===== src/rtl/uc_intr.sv =====
// uc_intr: CPU control unit with a small interrupt sequencer.
//
// Decodes the 6-bit opcode into datapath controls (combinational in RUN) and
// sequences N_INTR prioritised, edge-triggered interrupt channels through a
// one-cycle TAKE state that pushes the PC and loads the handler vector.
// Channel 0 has the highest priority. HALT parks the PC until an interrupt
// is taken, or until reset.
//
// Ports:
//   clk, reset            clock; asynchronous active-low reset
//   opcode, z             instruction opcode and registered zero flag
//   intr_req[N_INTR]      level request lines; a rising edge raises a request
//   s_inc .. s_return_intr, op_alu
//                         datapath controls (base decoder meanings)
//   s_vector, vector_addr PC loads the handler vector during TAKE
//   intr_ack[N_INTR]      one-hot acknowledge, TAKE cycle only
//   ie, in_service, halted
//                         registered sequencer status
module uc_intr #(
    parameter int unsigned       N_INTR     = 4,
    parameter int unsigned       VEC_W      = 10,
    parameter logic [VEC_W-1:0]  VEC_BASE   = 10'h3C0,
    parameter int unsigned       VEC_STRIDE = 16
) (
    input  logic              clk,
    input  logic              reset,
    input  logic [5:0]        opcode,
    input  logic              z,
    input  logic [N_INTR-1:0] intr_req,
    output logic              s_inc,
    output logic              s_inm,
    output logic              s_mux_datos,
    output logic              we3,
    output logic              wez,
    output logic              s_stack_mux,
    output logic              push,
    output logic              pop,
    output logic              s_return_intr,
    output logic [2:0]        op_alu,
    output logic              s_vector,
    output logic [VEC_W-1:0]  vector_addr,
    output logic [N_INTR-1:0] intr_ack,
    output logic              ie,
    output logic              in_service,
    output logic              halted
);

    localparam int unsigned IDX_W = (N_INTR > 1) ? $clog2(N_INTR) : 1;

    localparam logic [1:0] ST_RUN  = 2'd0;
    localparam logic [1:0] ST_TAKE = 2'd1;
    localparam logic [1:0] ST_HALT = 2'd2;

    logic [1:0]        state, state_next;
    logic [N_INTR-1:0] pending, req_q, sel, clr;
    logic [IDX_W-1:0]  idx;
    logic              ie_next, in_service_next, take, halt_op;

    // Lowest set pending bit wins: scan from the top so lower indices overwrite.
    always_comb begin
        idx = '0;
        for (int unsigned i = N_INTR; i > 0; i--) begin
            if (pending[i-1]) idx = IDX_W'(i - 1);
        end
    end

    assign sel = N_INTR'(1) << idx;

    always_comb begin
        s_inc           = 1'b0;
        s_inm           = 1'b0;
        s_mux_datos     = 1'b0;
        we3             = 1'b0;
        wez             = 1'b0;
        s_stack_mux     = 1'b0;
        push            = 1'b0;
        pop             = 1'b0;
        s_return_intr   = 1'b0;
        op_alu          = 3'b000;
        s_vector        = 1'b0;
        intr_ack        = '0;
        clr             = '0;
        halt_op         = 1'b0;
        take            = 1'b0;
        ie_next         = ie;
        in_service_next = in_service;
        state_next      = ST_RUN;

        case (state)
            ST_RUN: begin
                casez (opcode)
                    6'b111111: begin
                        s_inc   = 1'b1;
                        halt_op = 1'b1;
                    end
                    6'b1?????: begin
                        s_inc = 1'b1;
                        if (opcode[4:2] != 3'b111) begin
                            s_inm  = 1'b1;
                            we3    = 1'b1;
                            wez    = 1'b1;
                            op_alu = opcode[4:2];
                        end
                    end
                    6'b010???: begin
                        s_inc = 1'b1;
                        if (opcode[2:0] != 3'b111) begin
                            we3    = 1'b1;
                            wez    = 1'b1;
                            op_alu = (opcode[2:0] == 3'b110) ? 3'b111 : opcode[2:0];
                        end
                    end
                    6'b001000: s_inc = 1'b0;
                    6'b001001: s_inc = ~z;
                    6'b001010: s_inc = z;
                    6'b001011: push  = 1'b1;
                    6'b001100: begin
                        pop         = 1'b1;
                        s_stack_mux = 1'b1;
                    end
                    6'b001101: begin
                        pop             = 1'b1;
                        s_stack_mux     = 1'b1;
                        s_return_intr   = 1'b1;
                        ie_next         = 1'b1;
                        in_service_next = 1'b0;
                    end
                    6'b000001: begin
                        s_inc   = 1'b1;
                        ie_next = 1'b1;
                    end
                    6'b000010: begin
                        s_inc   = 1'b1;
                        ie_next = 1'b0;
                    end
                    default: s_inc = 1'b1;
                endcase
                // The enable seen by take already includes this instruction's EI/DI/RETI.
                take = ie_next & ~in_service & (|pending);
                if (take)         state_next = ST_TAKE;
                else if (halt_op) state_next = ST_HALT;
                else              state_next = ST_RUN;
            end
            ST_TAKE: begin
                push            = 1'b1;
                s_vector        = 1'b1;
                intr_ack        = sel;
                clr             = sel;
                ie_next         = 1'b0;
                in_service_next = 1'b1;
                state_next      = ST_RUN;
            end
            ST_HALT: begin
                take       = ie & ~in_service & (|pending);
                state_next = take ? ST_TAKE : ST_HALT;
            end
            default: state_next = ST_RUN;
        endcase

        // Decode is combinational on opcode, so force every output quiet in reset.
        if (!reset) begin
            s_inc         = 1'b0;
            s_inm         = 1'b0;
            we3           = 1'b0;
            wez           = 1'b0;
            s_stack_mux   = 1'b0;
            push          = 1'b0;
            pop           = 1'b0;
            s_return_intr = 1'b0;
            op_alu        = 3'b000;
            s_vector      = 1'b0;
            intr_ack      = '0;
        end
    end

    always_comb begin
        vector_addr = '0;
        if (reset && (|pending))
            vector_addr = VEC_BASE + VEC_W'(32'(idx) * VEC_STRIDE);
    end

    assign halted = (state == ST_HALT);

    always_ff @(posedge clk or negedge reset) begin
        if (!reset) begin
            state      <= ST_RUN;
            pending    <= '0;
            req_q      <= '0;
            ie         <= 1'b0;
            in_service <= 1'b0;
        end else begin
            state      <= state_next;
            req_q      <= intr_req;
            // A new edge on the channel being acknowledged survives the clear.
            pending    <= (pending & ~clr) | (intr_req & ~req_q);
            ie         <= ie_next;
            in_service <= in_service_next;
        end
    end

endmodule


===== config.mk =====
export PLATFORM = sky130hd
export DESIGN_NAME = uc_intr
export DESIGN_NICKNAME = d
export VERILOG_FILES = /design/src/rtl/uc_intr.sv
export SDC_FILE = /design/constraint.sdc
export NUM_CORES = 1
export LEC_CHECK = 0
export CAP_MARGIN = 5
export CORE_AREA = 2 2 60 48
export DETAILED_ROUTE_END_ITERATION = 7
export DIE_AREA = 0 0 62 50
export PLACE_DENSITY = 0.76
export REMOVE_ABC_BUFFERS = 1
export SYNTH_ARGS = -nofsm -noshare
export SYNTH_HDL_FRONTEND = slang
export SYNTH_SLANG_ARGS = --single-unit

===== constraint.sdc =====
create_clock -name clk -period 2.2 [get_ports clk]
set_clock_uncertainty 0.2 [all_clocks]
set_input_delay 0.44 -clock clk [delete_from_list [all_inputs] [get_ports clk]]
set_output_delay 0.44 -clock clk [all_outputs]
set_load 0.01 [all_outputs]

* Word level (Yosys, flattened, before mapping)
Index checks and enable logic that the tools add are counted.
Cells by class: add/sub/neg operators 1, multiply operators 0, divide/modulo/power cells 0, magnitude comparators 0, eq/ne operators 17, shift operators 1, muxes and demuxes 55, bitwise logic cells 11, reductions and logical operators 8
Operators by type and width (number):
- 6-bit by 4-bit equality test with 1-bit output, second input constant | 6
- 1-bit two-way mux | 31
- 3-bit two-way mux | 6
- 2-bit two-way mux | 7
- 10-bit two-way mux | 1
- 1-bit case mux with 2 select lines | 5
- 7-bit by 7-bit adder with 8-bit output, first input constant | 1
- 4-bit AND | 2
- 4-bit two-way mux | 2
- 4-bit NOT | 2
- 4-bit OR reduction | 2
- 6-bit by 1-bit equality test with 1-bit output, second input constant | 1
- 6-bit by 2-bit equality test with 1-bit output, second input constant | 1
- 6-bit equality test, second input constant | 1
- 3-bit != test, second input constant | 2
- 3-bit case mux with 2 select lines | 1
- 1-bit AND | 4
- 4-bit bitwise OR | 1
- 2-bit case mux with 2 select lines | 1
- 2-bit OR reduction | 2
- 1-bit by 2-bit left shift with 4-bit output, first input constant | 1
- 3-bit by 2-bit equality test with 1-bit output, second input constant | 1
- 3-bit equality test, second input constant | 1
- 1-bit case mux with 3 select lines | 1
- 9 further kinds | 10
Word-level totals: register bits 12, latch bits 0, RAM bits 0, ROM bits 0, input port bits 13, output and inout port bits 30, logic and storage cells 98, memories 0

* Longest topological paths before layout
Gate-level depths: netlist of the first run.
depth after elaboration 9, depth in mapped cells 5, depth with buffers taken out 4

* Worst setup path before layout of the first run
Ideal clock, no wire load.
kind register -> output, from register state[1], to output port wez, data arrival time 1485 ps, required time 1560 ps, setup slack 75 ps, cell stages (with the launch flop) 6, buffers on the path 2, cells stage by stage dfrtp_1 > nand2b_1 > or2_1 > buf_6 > a211oi_1 > buf_4
On the way: longest elaborated chain between the ends 3
RTL lines:
- start: declaration | line 54 | logic [1:0] state, state_next;
- start signal: assignment | line 192 | state <= state_next;
- 2-bit logical NOT
- 1-bit two-way mux (2 in a row)
- end: declaration | line 34 | output logic wez,
Every way passes these cells.

* Final worst setup path of the first run
from input port reset, to output port pop
On the way: longest elaborated chain between the ends 1
RTL lines:
- start: declaration | line 26 | input logic reset,
- 1-bit two-way mux | line 161 | if (!reset) begin
- end: declaration | line 37 | output logic pop,
Every way passes these cells.

==> impl_metrics.csv, run 1 <==
group,metric,value,unit
status,status,"complete, no violations",
setup_path,reg2reg_depth,4,
grt,grtUsageTotal,0.191,
grt,grt_max_degree,9,
timing,slew_violations,0,
finish,drive_gt1_frac,0.392,
synthesis,synth-seq-area-share,0.307,
synthesis,ys_seq_elements,12,
floorplan,start_util,0.392,
floorplan,num_io_pins,43,
floorplan,rows,16,
routing,vias,1065,
setup_path,crit_type,"input pin to output pin",
pwr,power.switching,0.393,mW
synthesis,syn-instance-count,117,
timing,post-route-period-util,0.982,
clocking,numCtsBuffers,3,
setup_path,critical_path.slowest_cell,"dlygate4sd2_1",
timing,period_needed,2.16,ns
clocking,htreeDepth,1,
floorplan,core-area,2500,sq um
timing,finalHoldViolCount,0,
pwr,power_density,676,nW/um^2
setup_path,cp-startpoint,"reset",
min_path,hold_start,"req_q[1]",
routing,wl_per_cell,13.3,um
setup_path,startpoint_type,"input pin",
routing,avgViaCountPerCell,5.14,
finish,areaGrowthSynthToFinish,55.7,%
routing,ant_nets,0,
setup_path,worstReg2RegStart,"pending[1]",
routing,firstDrtPassIters,4,
pwr,p_clk_frac,0.166,
setup_path,critPathTopFamily,"simple AND/OR/NAND/NOR gates",
setup_path,cp_slowest_stage_delay,0.29,ns
min_path,hp-class,"flip-flop to flip-flop",
setup_path,cp_max_fo,7,
finish,fin_util,0.610,
placed_design,portBuffers,37,
setup_path,reg2reg_to,"state[0]",
routing,drt_iter0_drc,35,
synthesis,yosysUniqueCellTypes,42,
synthesis,syn_area_per_cell,8.37,sq um
clocking,cts.sinks,12,
setup_path,path_depth,5,
setup_path,required,1.56,ns
clocking,cts_tree,"yes",
timing,finalSetupViolations,0,
floorplan,die_w,62,um
setup_path,end_kind,"output pin",
setup_path,path_cells,"dlygate4sd2_1 > nand2b_4 > or2_4 > nor4b_4 > buf_2",
routing,wirelength,2750,um
routing,drc,0,
placed_design,hpwlAfterDp,1970,um
placed_design,routabilityCongestion,0.834,
pwr,leakagePower,0.741,nW
grt,grt_pass1_vias,1044,
synthesis,synth_warnings,0,
floorplan,fp.dieArea,3100,sq um
pwr,pwr-share-comb,0.536,
clocking,clk_latency,0.26,ns
synthesis,syn-cell-area,980,sq um
pwr,peakVddDrop,477,uV
finish,fin_area,1530,sq um
timing,rsz0062_at_grt,"yes",
grt,grt_pass1_wl,4580,um
finish,n_antenna_cell,0,
setup_path,cp-endpoint,"pop",
clocking,cts_root_buf,"clkbuf_4",
setup_path,worstPathArrival,1.52,ns
run,drv_cap,0,
finish,nNetsFinal,185,
floorplan,fp.dieH,50,um
clocking,hold_buffers,0,
pwr,p_sw_frac,0.381,
placed_design,dpl-instance-area,1430,sq um
setup_path,cp_num_buf_inv,2,
clocking,cts_buffer_depth,2,
clocking,path_clk_slew,0.07,ns
pwr,p_int,0.639,mW
timing,fmax,0.463,GHz
setup_path,r2r_setup_slack,0.65,ns
pwr,seqPwrFrac,0.298,
grt,antenna_found_initial,0,
grt,grt-ovfl-total,0,
==> final cells by class <==
cell class,count,area [sq um]
Clock buffer,4,36.3
Fill cell,233,977
Inverter,7,26.3
Multi-Input combinational cell,84,604
Sequential cell,12,300
Tap cell,36,45.0
Timing Repair Buffer,64,513
==> sequential cells by signal, indices dropped and copies added (netlist names) <==
signal and count:
req_q 4, in_service 1, pending 4, state 2, ie 1
==> cells by family (layout without fill, tap and decap cells) <==
| logic type | after synthesis | count (layout) | synth area share |
|---|---|---|---|
| simple gates | 51 | 51 | 0.309 |
| compound gates | 27 | 27 | 0.199 |
| buf+inv | 25 | 75 | 0.172 |
| flops | 12 | 12 | 0.307 |
| other cells | 1 | 5 | 0.00383 |
| xor+xnor | 1 | 1 | 0.00894 |
==> power groups by stage <==
stage	combinational, mW	sequential [mW]	clock (mW)
floorplan	0.201	0.330	0
global placement	0.511	0.303	0
detailed placement	0.525	0.304	0
CTS	0.532	0.300	0.176
global route	0.604	0.314	0.189
finish	0.552	0.307	0.172
==> repair_timing <==
action | in CTS | in global routing
buffers inserted | 4 | 0
gates cloned | 1 | 0
gates resized for setup | 81 | 13
endpoints found under the hold margin | 0 | 0
setup endpoints to repair | 22 | 18
pin swaps | 2 | 2
==> cell usage in the layout, fill, tap and decap left out, types with 3 or more instances in the layout <==
master and count:
nand2_1 14, conb_1 5, buf_4 23, clkbuf_4 3
inv_1 6, a21oi_1 3, clkdlybuf4s15_2 3, buf_6 3
clkdlybuf4s50_1 7, nor2_1 7, nand3_1 3, o21ai_0 6
buf_2 11, dfrtp_1 12, dlygate4sd2_1 12
==> through the flow <==
step	total power, mW	setup TNS (ns)	setup WS [ns]	instances	hold slack (ns)
final	1.03	0	0.0392	207	0.219
after global routing	1.11	-0.0302	-0.0190	207	0.238
after CTS	1.01	0	0.00212	207	0.143
after detailed placement	0.829	-12.51	-0.703	198	0.211
after global placement	0.814	-12.13	-0.670	198	0.206
after floorplan	0.532	0	0.116	103	-0.0556
==> synthesized netlist by cell type (all sizes together) <==
| library cell | count | area (sq um) |
|---|---|---|
| nor3 | 3 | 15.0 |
| nor4b | 1 | 15.0 |
| or2b | 1 | 7.51 |
| or2 | 1 | 6.26 |
| nand3 | 3 | 15.0 |
| a221oi | 1 | 8.76 |
| a41oi | 1 | 8.76 |
| a211oi | 3 | 27.5 |
| a21boi | 1 | 7.51 |
| nor3b | 3 | 22.5 |
| a31oi | 1 | 6.26 |
| o211ai | 1 | 7.51 |
| inv | 7 | 26.3 |
| a21oi | 3 | 15.0 |
| nand2 | 15 | 56.3 |
| or3 | 1 | 6.26 |
| a21o | 1 | 7.51 |
| a41o | 1 | 10.0 |
| nor2 | 10 | 42.5 |
| o41ai | 3 | 26.3 |
| o22ai | 1 | 6.26 |
| conb | 1 | 3.75 |
| dfrtp | 12 | 300 |
| nand2b | 3 | 18.8 |
| o31ai | 1 | 7.51 |
| and4 | 1 | 8.76 |
| and3 | 2 | 17.5 |
| and3b | 2 | 17.5 |
| xnor2 | 1 | 8.76 |
| buf | 18 | 143 |
| a2111oi | 1 | 8.76 |
| nand4 | 1 | 21.3 |
| nor2b | 4 | 32.5 |
| o31a | 1 | 8.76 |
| o21ai | 7 | 38.8 |
==> how the worst min path moves through the flow <==
stage                             to  slack, ns  cells after the start
after global placement    pending[1]       0.21                      1
after detailed placement  pending[1]       0.21                      1
final                     pending[1]       0.22                      1
after CTS                 in_service       0.14                      3
after floorplan                   ie      -0.06                      0
after global routing      in_service       0.24                      3
==> per-layer routing <==
metal / global-route usage / up-vias / wire length (um)
li1: - / 504 / -
met1: 0.223 / 509 / 1150
met2: 0.359 / 48 / 1420
met3: 0.0289 / 4 / 158
met4: 0.0284 / 0 / 21
met5: 0 / - / 0
No activity file was read; power rests on OpenSTA's default activity.
==> run 2: changes to the inputs <==
Settings changed: SETUP_SLACK_MARGIN set to 0.1.
==> run 2 against run 1 <==
Combinational power increased by 4.0%. Sequential cell count unchanged. Cell count increased by 0.97%. Cell area increased by 0.82%. Critical path type is now flip-flop to output pin. Critical endpoint unchanged. Critical path depth fell by 1.
==> impl_metrics.csv, run 2 (synthesis gave the netlist of run 1 again) <==
group,metric,value,unit
pwr,p_clk_frac,0.163,
grt,grt_pass1_wl,4660,um
floorplan,core-area,2500,sq um
timing,finalSetupViolations,0,
pwr,pwr-share-comb,0.547,
finish,n_antenna_cell,0,
run,drv_cap,0,
setup_path,end_kind,"output pin",
pwr,p_sw_frac,0.385,
finish,drive_gt1_frac,0.468,
pwr,power.switching,0.405,mW
routing,drt_iter0_drc,64,
setup_path,startpoint_type,"flip-flop",
clocking,clk_latency,0.26,ns
finish,final_cell_mix,"25 x buf_4, 18 x buf_2, 14 x nand2_1, 9 x dfrtp_1, 7 x dlygate4sd2_1",
timing,slew_violations,0,
routing,wl_per_cell,13.4,um
min_path,hp-class,"input pin to async pin",
floorplan,rows,16,
finish,reg_top3,"pending: 4 flops, req_q: 4 flops, state: 2 flops",
finish,fill_cells,236,
status,status,"complete, no violations",
routing,wirelength,2800,um
routing,firstDrtPassIters,4,
clocking,numCtsBuffers,3,
floorplan,num_io_pins,43,
grt,grtUsageTotal,0.196,
clocking,cts_tree,"yes",
setup_path,required,1.56,ns
clocking,cts.sinks,12,
timing,period_needed,2.14,ns
timing,fmax,0.467,GHz
floorplan,fp.dieArea,3100,sq um
grt,grt_pass1_vias,1060,
pwr,leakagePower,0.755,nW
finish,areaGrowthSynthToFinish,57.0,%
clocking,cts_root_buf,"clkbuf_4",
timing,finalHoldViolCount,0,
timing,hold_ws,0.0553,ns
routing,drc,0,
grt,grt-ovfl-total,0,
clocking,hold_buffers,0,
floorplan,fp.dieH,50,um
grt,antenna_found_initial,0,
floorplan,start_util,0.392,
routing,ant_nets,0,
setup_path,worstPathArrival,1.50,ns
finish,nNetsFinal,187,
timing,post-route-period-util,0.972,
routing,avgViaCountPerCell,5.06,
pwr,power_density,683,nW/um^2
grt,grt_max_degree,9,
setup_path,crit_type,"flip-flop to output pin",
floorplan,die_w,62,um
placed_design,routabilityCongestion,0.834,
clocking,cts_buffer_depth,2,
setup_path,cp_max_fo,7,
pwr,seqPwrFrac,0.290,
placed_design,portBuffers,37,
pwr,peakVddDrop,453,uV
placed_design,hpwlAfterDp,1970,um
timing,rsz0062_at_grt,"yes",
clocking,path_clk_slew,0.08,ns
clocking,htreeDepth,1,
finish,final_common_cell,"buf_4",
pwr,p_int,0.646,mW
timing,fin_tns_setup,0,ns
routing,vias,1057,
[run 2: cell count changes in the layout (fill, tap and decap cells not counted), sizes merged]
cell	delta
buf	+9
clkbuf	+1
clkdlybuf4s15	-2
clkdlybuf4s50	-1
dlygate4sd2	-5
[run 2: path summary, 6_finish.rpt]
check | start | to | slack [ns] | cells past startpoint
setup / recovery | state[1] | pop | 0.06 | 4
hold / removal | reset | in_service | 0.06 | 3
setup reg to reg | state[1] | pending[3] | 0.70 | 5
hold reg to reg | req_q[1] | pending[1] | 0.21 | 1
max in group asynchronous | reset | pending[1] | 1.61 | 3
min in group clk | req_q[1] | pending[1] | 0.21 | 1
[run 2: layer usage]
metal / up-vias / GRT usage / wire, um
li1: 507 / - / -
met1: 502 / 0.220 / 1100
met2: 46 / 0.370 / 1520
met3: 2 / 0.0367 / 179
met4: 0 / 0.0390 / 8
met5: - / 0 / 0
[run 2: area by class of cell]
cell class | instances | area (sq um) | area share
tap | 36 | 45.0 | 0.0293
inverter | 7 | 26.3 | 0.0171
multi-input combinational | 84 | 636 | 0.413
sequential | 12 | 304 | 0.198
clock buffer | 4 | 36.3 | 0.0236
timing repair buffer | 66 | 490 | 0.319
[run 2: critical path, stage by stage (launching register included)]
cell	delay [ns]
dfrtp_1	0.38
nand2b_4	0.14
or2_4	0.28
nor4b_4	0.25
buf_2	0.18
[run 2: timing repair]
item                       CTS  global route
gates resized for setup     98            27
setup endpoints to repair   23            22
gates cloned                 1             0
buffers inserted             4             2
pin swaps                    3             7
[run 2: stage by stage]
stage               worst slack [ns]   util  area [sq um]  cells  power [mW]
global route                -0.00849  0.615          1540    209        1.12
detailed placement            -0.703  0.573          1430    198       0.829
finish                        0.0609  0.615          1540    209        1.05
global placement              -0.670  0.573          1430    198       0.814
CTS                          0.00231  0.593          1480    207        1.00
floorplan                      0.116      -           852    103       0.532
[run 2: power groups by stage]
stage | Clock (mW) | Combinational (mW) | Sequential [mW]
final | 0.171 | 0.574 | 0.305
after global routing | 0.189 | 0.624 | 0.311
after CTS | 0.176 | 0.521 | 0.305
after detailed placement | 0 | 0.525 | 0.304
after global placement | 0 | 0.511 | 0.303
after floorplan | 0 | 0.201 | 0.330
==> run 3: changes to the inputs <==
Settings changed: CTS_CLUSTER_DIAMETER set to 30, TNS_END_PERCENT set to 30.
==> run 3 against run 2 <==
Combinational power down 3.8%. Register-to-register slack about the same. Largest cell class unchanged. Global-route usage down 0.58 points. Clock power about the same.
==> impl_metrics.csv, run 3 (synthesis gave the netlist of run 1 again) <==
group,metric,value,unit
status,status,"complete, no violations",
grt,grtUsageTotal,0.190,
clocking,numCtsBuffers,3,
pwr,p_sw_frac,0.383,
timing,fmax,0.467,GHz
placed_design,hpwlAfterDp,1970,um
routing,drt_iter0_drc,56,
finish,final_cell_mix,"23 x buf_4, 14 x nand2_1, 14 x buf_2, 10 x dfrtp_1, 8 x dlygate4sd2_1",
pwr,p_clk_frac,0.167,
clocking,clk_latency,0.26,ns
timing,slew_violations,0,
setup_path,cp-startpoint,"state[1]",
timing,hold_ws,0.0599,ns
placed_design,routabilityCongestion,0.834,
routing,drc,0,
setup_path,reg2reg_to,"pending[3]",
setup_path,path_cells,"nand2b_4 > or2_4 > nor4b_4 > buf_2",
placed_design,portBuffers,37,
finish,n_antenna_cell,0,
pwr,power_density,682,nW/um^2
pwr,leakagePower,0.745,nW
setup_path,end_kind,"output pin",
setup_path,worstPathArrival,1.50,ns
floorplan,fp.dieH,50,um
setup_path,startpoint_type,"flip-flop",
grt,antenna_found_initial,0,
pwr,p_int,0.636,mW
timing,finalHoldViolCount,0,
finish,drive_gt1_frac,0.427,
grt,grt_pass1_vias,1040,
setup_path,cp_max_fo,7,
clocking,cts_buffer_depth,2,
min_path,hp-class,"input pin to async pin",
setup_path,cp_slowest_stage_delay,0.38,ns
finish,nNetsFinal,185,
grt,grt_max_degree,9,
pwr,power.total,1.03,mW
grt,grt-ovfl-total,0,
pwr,pwr-share-comb,0.536,
setup_path,crit_type,"flip-flop to output pin",
floorplan,core-area,2500,sq um
routing,firstDrtPassIters,4,
setup_path,r2r_setup_slack,0.71,ns
routing,ant_nets,0,
finish,reg_top3,"pending: 4 flops, req_q: 4 flops, state: 2 flops",
floorplan,num_io_pins,43,
finish,fill_cells,235,
pwr,power.switching,0.394,mW
clocking,cts.sinks,12,
timing,rsz0062_at_grt,"yes",
floorplan,start_util,0.392,
timing,setup_ws,0.0593,ns
setup_path,cp_num_buf_inv,1,
setup_path,critical_path.slowest_cell,"dfrtp_1",
timing,finalSetupViolations,0,
finish,areaGrowthSynthToFinish,54.3,%
setup_path,cp-endpoint,"pop",
pwr,peakVddDrop,449,uV
setup_path,required,1.56,ns
routing,avgViaCountPerCell,5.11,
clocking,path_clk_slew,0.08,ns
timing,post-route-period-util,0.973,
clocking,cts_tree,"yes",
floorplan,rows,16,
floorplan,fp.dieArea,3100,sq um
grt,grt_pass1_wl,4570,um
clocking,cts_root_buf,"clkbuf_4",
timing,period_needed,2.14,ns
finish,final_common_cell,"buf_4",
routing,vias,1057,
clocking,hold_buffers,0,
setup_path,reg2reg_depth,5,
setup_path,path_depth,4,
routing,wl_per_cell,13.3,um
clocking,htreeDepth,1,
floorplan,die_w,62,um
setup_path,critPathTopFamily,"simple AND/OR/NAND/NOR gates",
setup_path,worstReg2RegStart,"state[1]",
timing,fin_tns_setup,0,ns
pwr,seqPwrFrac,0.297,
placed_design,pre_cts_ws,-0.703,ns
routing,wirelength,2750,um
run,drv_cap,0,
-- run 3: layout make-up --
cell class              count  area, sq um  area share
clock buffers               4         36.3      0.0240
inverters                   7         26.3      0.0174
multi-input cells          84          616       0.407
flip-flops and latches     12          303       0.200
well taps                  36         45.0      0.0298
repair buffers             64          485       0.321
-- run 3: per-stage QoR --
stage | instances | util | cell area [sq um]
floorplan | 103 | - | 852
global placement | 198 | 0.573 | 1430
detailed placement | 198 | 0.573 | 1430
CTS | 207 | 0.600 | 1500
global route | 207 | 0.604 | 1510
finish | 207 | 0.604 | 1510
-- run 3: worst min-delay path by stage --
stage | from | endpoint | slack [ns] | depth (start not counted)
after floorplan | reset | ie | -0.06 | 0
after global placement | req_q[1] | pending[1] | 0.21 | 1
after detailed placement | req_q[1] | pending[1] | 0.21 | 1
after CTS | reset | in_service | 0.14 | 3
after global routing | reset | in_service | 0.06 | 3
final | reset | in_service | 0.06 | 3
-- run 3: worst register-to-register path, stage by stage, from the launching register on --
cell	delay (ns)
dfrtp_1	0.38
buf_4	0.16
inv_1	0.10
nand2_1	0.12
o41ai_1	0.27
o21ai_0	0.13
-- run 3: routing by layer --
metal,GRT usage,wire (um),part of all wire
met1,0.221,1160,0.42
met2,0.359,1430,0.52
met3,0.0289,145,0.053
met4,0.0284,21,0.0076
met5,0,0,0
-- run 3: what timing repair did --
| action | 4_1_cts | 5_1_grt |
|---|---|---|
| resized for setup | 82 | 30 |
| pin swaps | 3 | 6 |
| endpoints found under the setup margin | 23 | 23 |
| gates cloned | 1 | 0 |
| setup buffers | 4 | 0 |
-- run 3: power by group through the flow --
stage                     Combinational (mW)  Clock, mW  Sequential [mW]
after floorplan                        0.201          0            0.330
after global placement                 0.511          0            0.303
after detailed placement               0.525          0            0.304
after CTS                              0.532      0.176            0.300
after global routing                   0.601      0.189            0.315
final                                  0.552      0.172            0.306
==> edit 1, RTL diff (config.mk and constraints of run 3) <==
Reset style: synchronous (`reset`), changed in one clocked block. Comments in the files are not updated.
--- a/src/rtl/uc_intr.sv
+++ b/src/rtl/uc_intr.sv
@@ -182,5 +182,5 @@
     assign halted = (state == ST_HALT);
 
-    always_ff @(posedge clk or negedge reset) begin
+    always_ff @(posedge clk) begin
         if (!reset) begin
             state      <= ST_RUN;
Function: differs if reset is asserted again (counterexample within 4 cycles, from zero or initial values and one cycle with reset low); with reset held inactive, the same outputs for 10 cycles.
==> edit 1 against run 3 <==
Area after synthesis down 7.5%; cell area up 4.5%; non-clock buffer count up 5; die area unchanged; core utilization up 2.7 points; worst setup slack worse by 1.4 ps; wire length up 23%; sequential cell count unchanged.
Power is not compared: it rests on default switching activity, and its combinational part moved more than twofold at a synthesized area within 25%.
==> edit 1: results (changes against run 3) <==
* Outcome: completed
* Mean number of vias per cell at 5.28 (+3.5%)
* Routability cong. at 0.876 (+5.0%)
* Largest net degree at the start of global routing at 11 (+2)
* Overall power at 654 µW
* Synth top area cells: dfxtp_1, buf_4, a21oi_1
* Post-synth ARST share at 0% (-100 points)
* Area of the multi-input gates at 723 µm² (+17%)
* Worst skew pair latency at 280 ps (+20 ps)
* Layout cells sized above 1 at 50.5% (+7.9 points)
* HP Class: flop to flop
* First-pass GRT wire length at 4630 µm (+1.4%)
* Total GRT Usage at 19.6% (+0.58 points)
* Setup WS pre-CTS at -637 ps (+65.7 ps)
* First-pass DRT Iterations at 4 (unchanged)
* Post-place instance area at 1450 µm² (+1.5%)
* Commonest cells post-synth: dfxtp_1, nand2_1, nor2_1
* CP max stage delay at 360 ps (-20 ps)
* Register area share after synthesis at 26.5% (-4.1 points)
* Cell variety after synth at 37 (-12%)
* FILL cells at 191 (-19%)
* Critical Path Fanout Max at 4 (-3)
* Post-CTS setup buffers at 0 (-4)
* Vias in the first global route at 1017 (-2.2%)
* Worst path top cell family by delay: simple AND/OR/NAND/NOR gates
* CP max stage cell: or3_4
* Total wire length at 3400 µm (+23%)
* Layout Nets at 196 (+5.9%)
* HPWL Detailed at 2060 µm (+5.0%)
* Initial drt markers at 72 (+29%)
## edit 1: cell types whose count changed in the layout (fill, tap and decap cells not counted), moves of 5 or more
| cell | change |
|---|---|
| dfrtp_1 | -10 |
| dlygate4sd2_1 | -5 |
| dfxtp_1 | +9 |
| nand2_1 | -5 |
| a21oi_1 | +6 |
| buf_4 | +5 |
## edit 1: routing by layer
metal  vias to the layer above  GRT usage [%]  routed length [µm]
li1                        533              -                   -
met1                       552           27.0                1450
met2                        52           30.2                1670
met3                        15           3.41                 155
met4                         0           6.74                 115
met5                         -              0                   0
## edit 1: cell families (layout without fill, tap and decap cells)
logic type	Yosys count	after routing	synth area share, %
buf+inv	23	77	15.2
xor+xnor	1	1	0.967
simple gates	60	60	36.9
other cells	1	5	0.414
flops	12	12	26.5
compound gates	27	27	20.0
## edit 1: repair_timing
action | CTS | global route
hold endpoints to repair | 0 | 0
gates resized for setup | 102 | 46
pin swaps | 3 | 11
setup endpoints to repair | 23 | 20
## edit 1: final cells by class
cell class	count	share of cell area, %
repair buffers	69	32.6
clock buffers	4	2.30
multi-input cells	93	45.8
inverters	4	0.951
flip-flops and latches	12	15.5
well taps	36	2.85
## edit 1: worst paths after layout
kind | start | to | slack, ps
max | state[1] | intr_ack[3] | 60
min reg2reg | req_q[3] | pending[3] | 290
min | req_q[3] | pending[3] | 290
max reg2reg | pending[0] | state[1] | 440
## edit 1: worst min-delay path, stage by stage (launching register included)
cell	delay [ps]
dfxtp_1	310
nand2b_1	90
a21oi_1	50
## edit 1: per-stage QoR
stage          TNS (ps)  instances
3_5_place_dp     -11040        214
4_1_cts               0        218
2_1_floorplan         0        109
6_report              0        218
3_3_place_gp     -10460        214
5_1_grt           -30.0        218
==> edit 2, RTL diff (settings of run 3) <==
Made on the original files. Change the parameter `VEC_STRIDE` from 16 to 12.
--- a/src/rtl/uc_intr.sv
+++ b/src/rtl/uc_intr.sv
@@ -21,5 +21,5 @@
     parameter int unsigned       VEC_W      = 10,
     parameter logic [VEC_W-1:0]  VEC_BASE   = 10'h3C0,
-    parameter int unsigned       VEC_STRIDE = 16
+    parameter int unsigned       VEC_STRIDE = 12
 ) (
     input  logic              clk,
Formal check against the unedited RTL: not equivalent (Yosys sat finds a counterexample within 4 cycles, from zero or initial values and one cycle with reset low).
==> edit 2 against run 3 <==
The run now ends with negative setup slack left; cell area grew 13%; sequential share of layout area shrank 2.3 points; sequential power grew 3%; total power grew 12%; sequential cell count is the same; worst setup slack lost 110 ps; fmax shrank 4.8%; wire length grew 27%; area after synthesis grew 3.7%; non-clock buffer count grew 13; register-to-register slack lost 230 ps; critical path type unchanged; highest routed layer unchanged.
==> edit 2: results (changes against run 3) <==
* Register area share after synthesis at 29.6% (-1.1 points)
* Setup slack after layout at -48.6 ps (-108 ps)
* Sw Share at 38.9% (+0.70 points)
* Setup-failing EPs final at 10 (+10)
* Outcome: complete, but fails checks
* Crit path DAT at 1610 ps (+110 ps)
* CP max stage delay at 400 ps (+20 ps)
* Worst path top cell family by delay: flip-flops
* CP Launch Point: pending[3]
* Vias in the first global route at 1119 (+7.6%)
* Setup TNS at -234 ps (-234 ps)
* Port Buffer Count at 39 (+5.4%)
* Net switching power at 448 µW (+14%)
* Layout Nets at 217 (+17%)
* Synth top area cells: dfrtp_1, buf_4, nand2_1
* Mean number of vias per cell at 5.22 (+2.2%)
* Layout cells sized above 1 at 47.2% (+4.5 points)
* Critical Path Fanout Max at 4 (-3)
* Worst skew pair latency at 280 ps (+20 ps)
* Total GRT Usage at 23.5% (+4.5 points)
* FF-to-FF End: state[1]
* R2r setup slk at 480 ps (-230 ps)
* Clk network pwr share at 15.9% (-0.8 points)
* Cell variety after synth at 38 (-9.5%)
* FILL cells at 195 (-17%)
* Sequential power share at 27.2% (-2.5 points)
* Failing checks: negative setup slack
* VDD IR max at 0.000376 V (-16%)
* Setup WS pre-CTS at -763 ps (-60.3 ps)
[edit 2: logic make-up after synthesis]
logic type | synth area share, %
xor gates and xnor gates | 0.862
buffers and inverters | 13.4
and+or+nand+nor | 36.5
other | 0.369
adders and majority gates | 4.93
DFF | 29.6
AOI/OAI and AO/OA | 14.4
[edit 2: timing repair]
item | CTS | global route
resized for setup | 114 | 36
pin swaps | 7 | 9
buffers inserted | 6 | 2
endpoints found under the hold margin | 0 | 0
setup endpoints to repair | 25 | 24
[edit 2: worst max-delay path by stage]
| stage | end | depth (start not counted) |
|---|---|---|
| 2_1_floorplan | pop | 4 |
| 3_3_place_gp | pop | 6 |
| 3_5_place_dp | s_inc | 5 |
| 4_1_cts | intr_ack[3] | 7 |
| 5_1_grt | vector_addr[6] | 6 |
| 6_report | intr_ack[1] | 7 |
[edit 2: final cells by class]
| type | count | share of cell area, % |
|---|---|---|
| inverter | 8 | 1.76 |
| timing repair buffer | 77 | 34.4 |
| clock buffer | 4 | 2.13 |
| sequential | 12 | 17.8 |
| multi-input combinational | 98 | 41.3 |
| tap | 36 | 2.64 |
[edit 2: metal layers]
metal | vias up | share of wire [%] | global-route usage, %
met5 | - | 0 | 0
li1 | 578 | - | -
met2 | 55 | 49 | 38.4
met1 | 583 | 43 | 32.1
met4 | 0 | 2.6 | 5.67
met3 | 10 | 5.3 | 3.41
[edit 2: stage by stage]
stage,cell area [µm²],hold slack [ps],instances,util [%]
global placement,1590,196,224,63.3
finish,1700,36.3,235,68.1
CTS,1660,35.8,234,66.5
global route,1700,32.6,235,68.1
floorplan,917,-55.6,118,-
detailed placement,1590,202,224,63.3
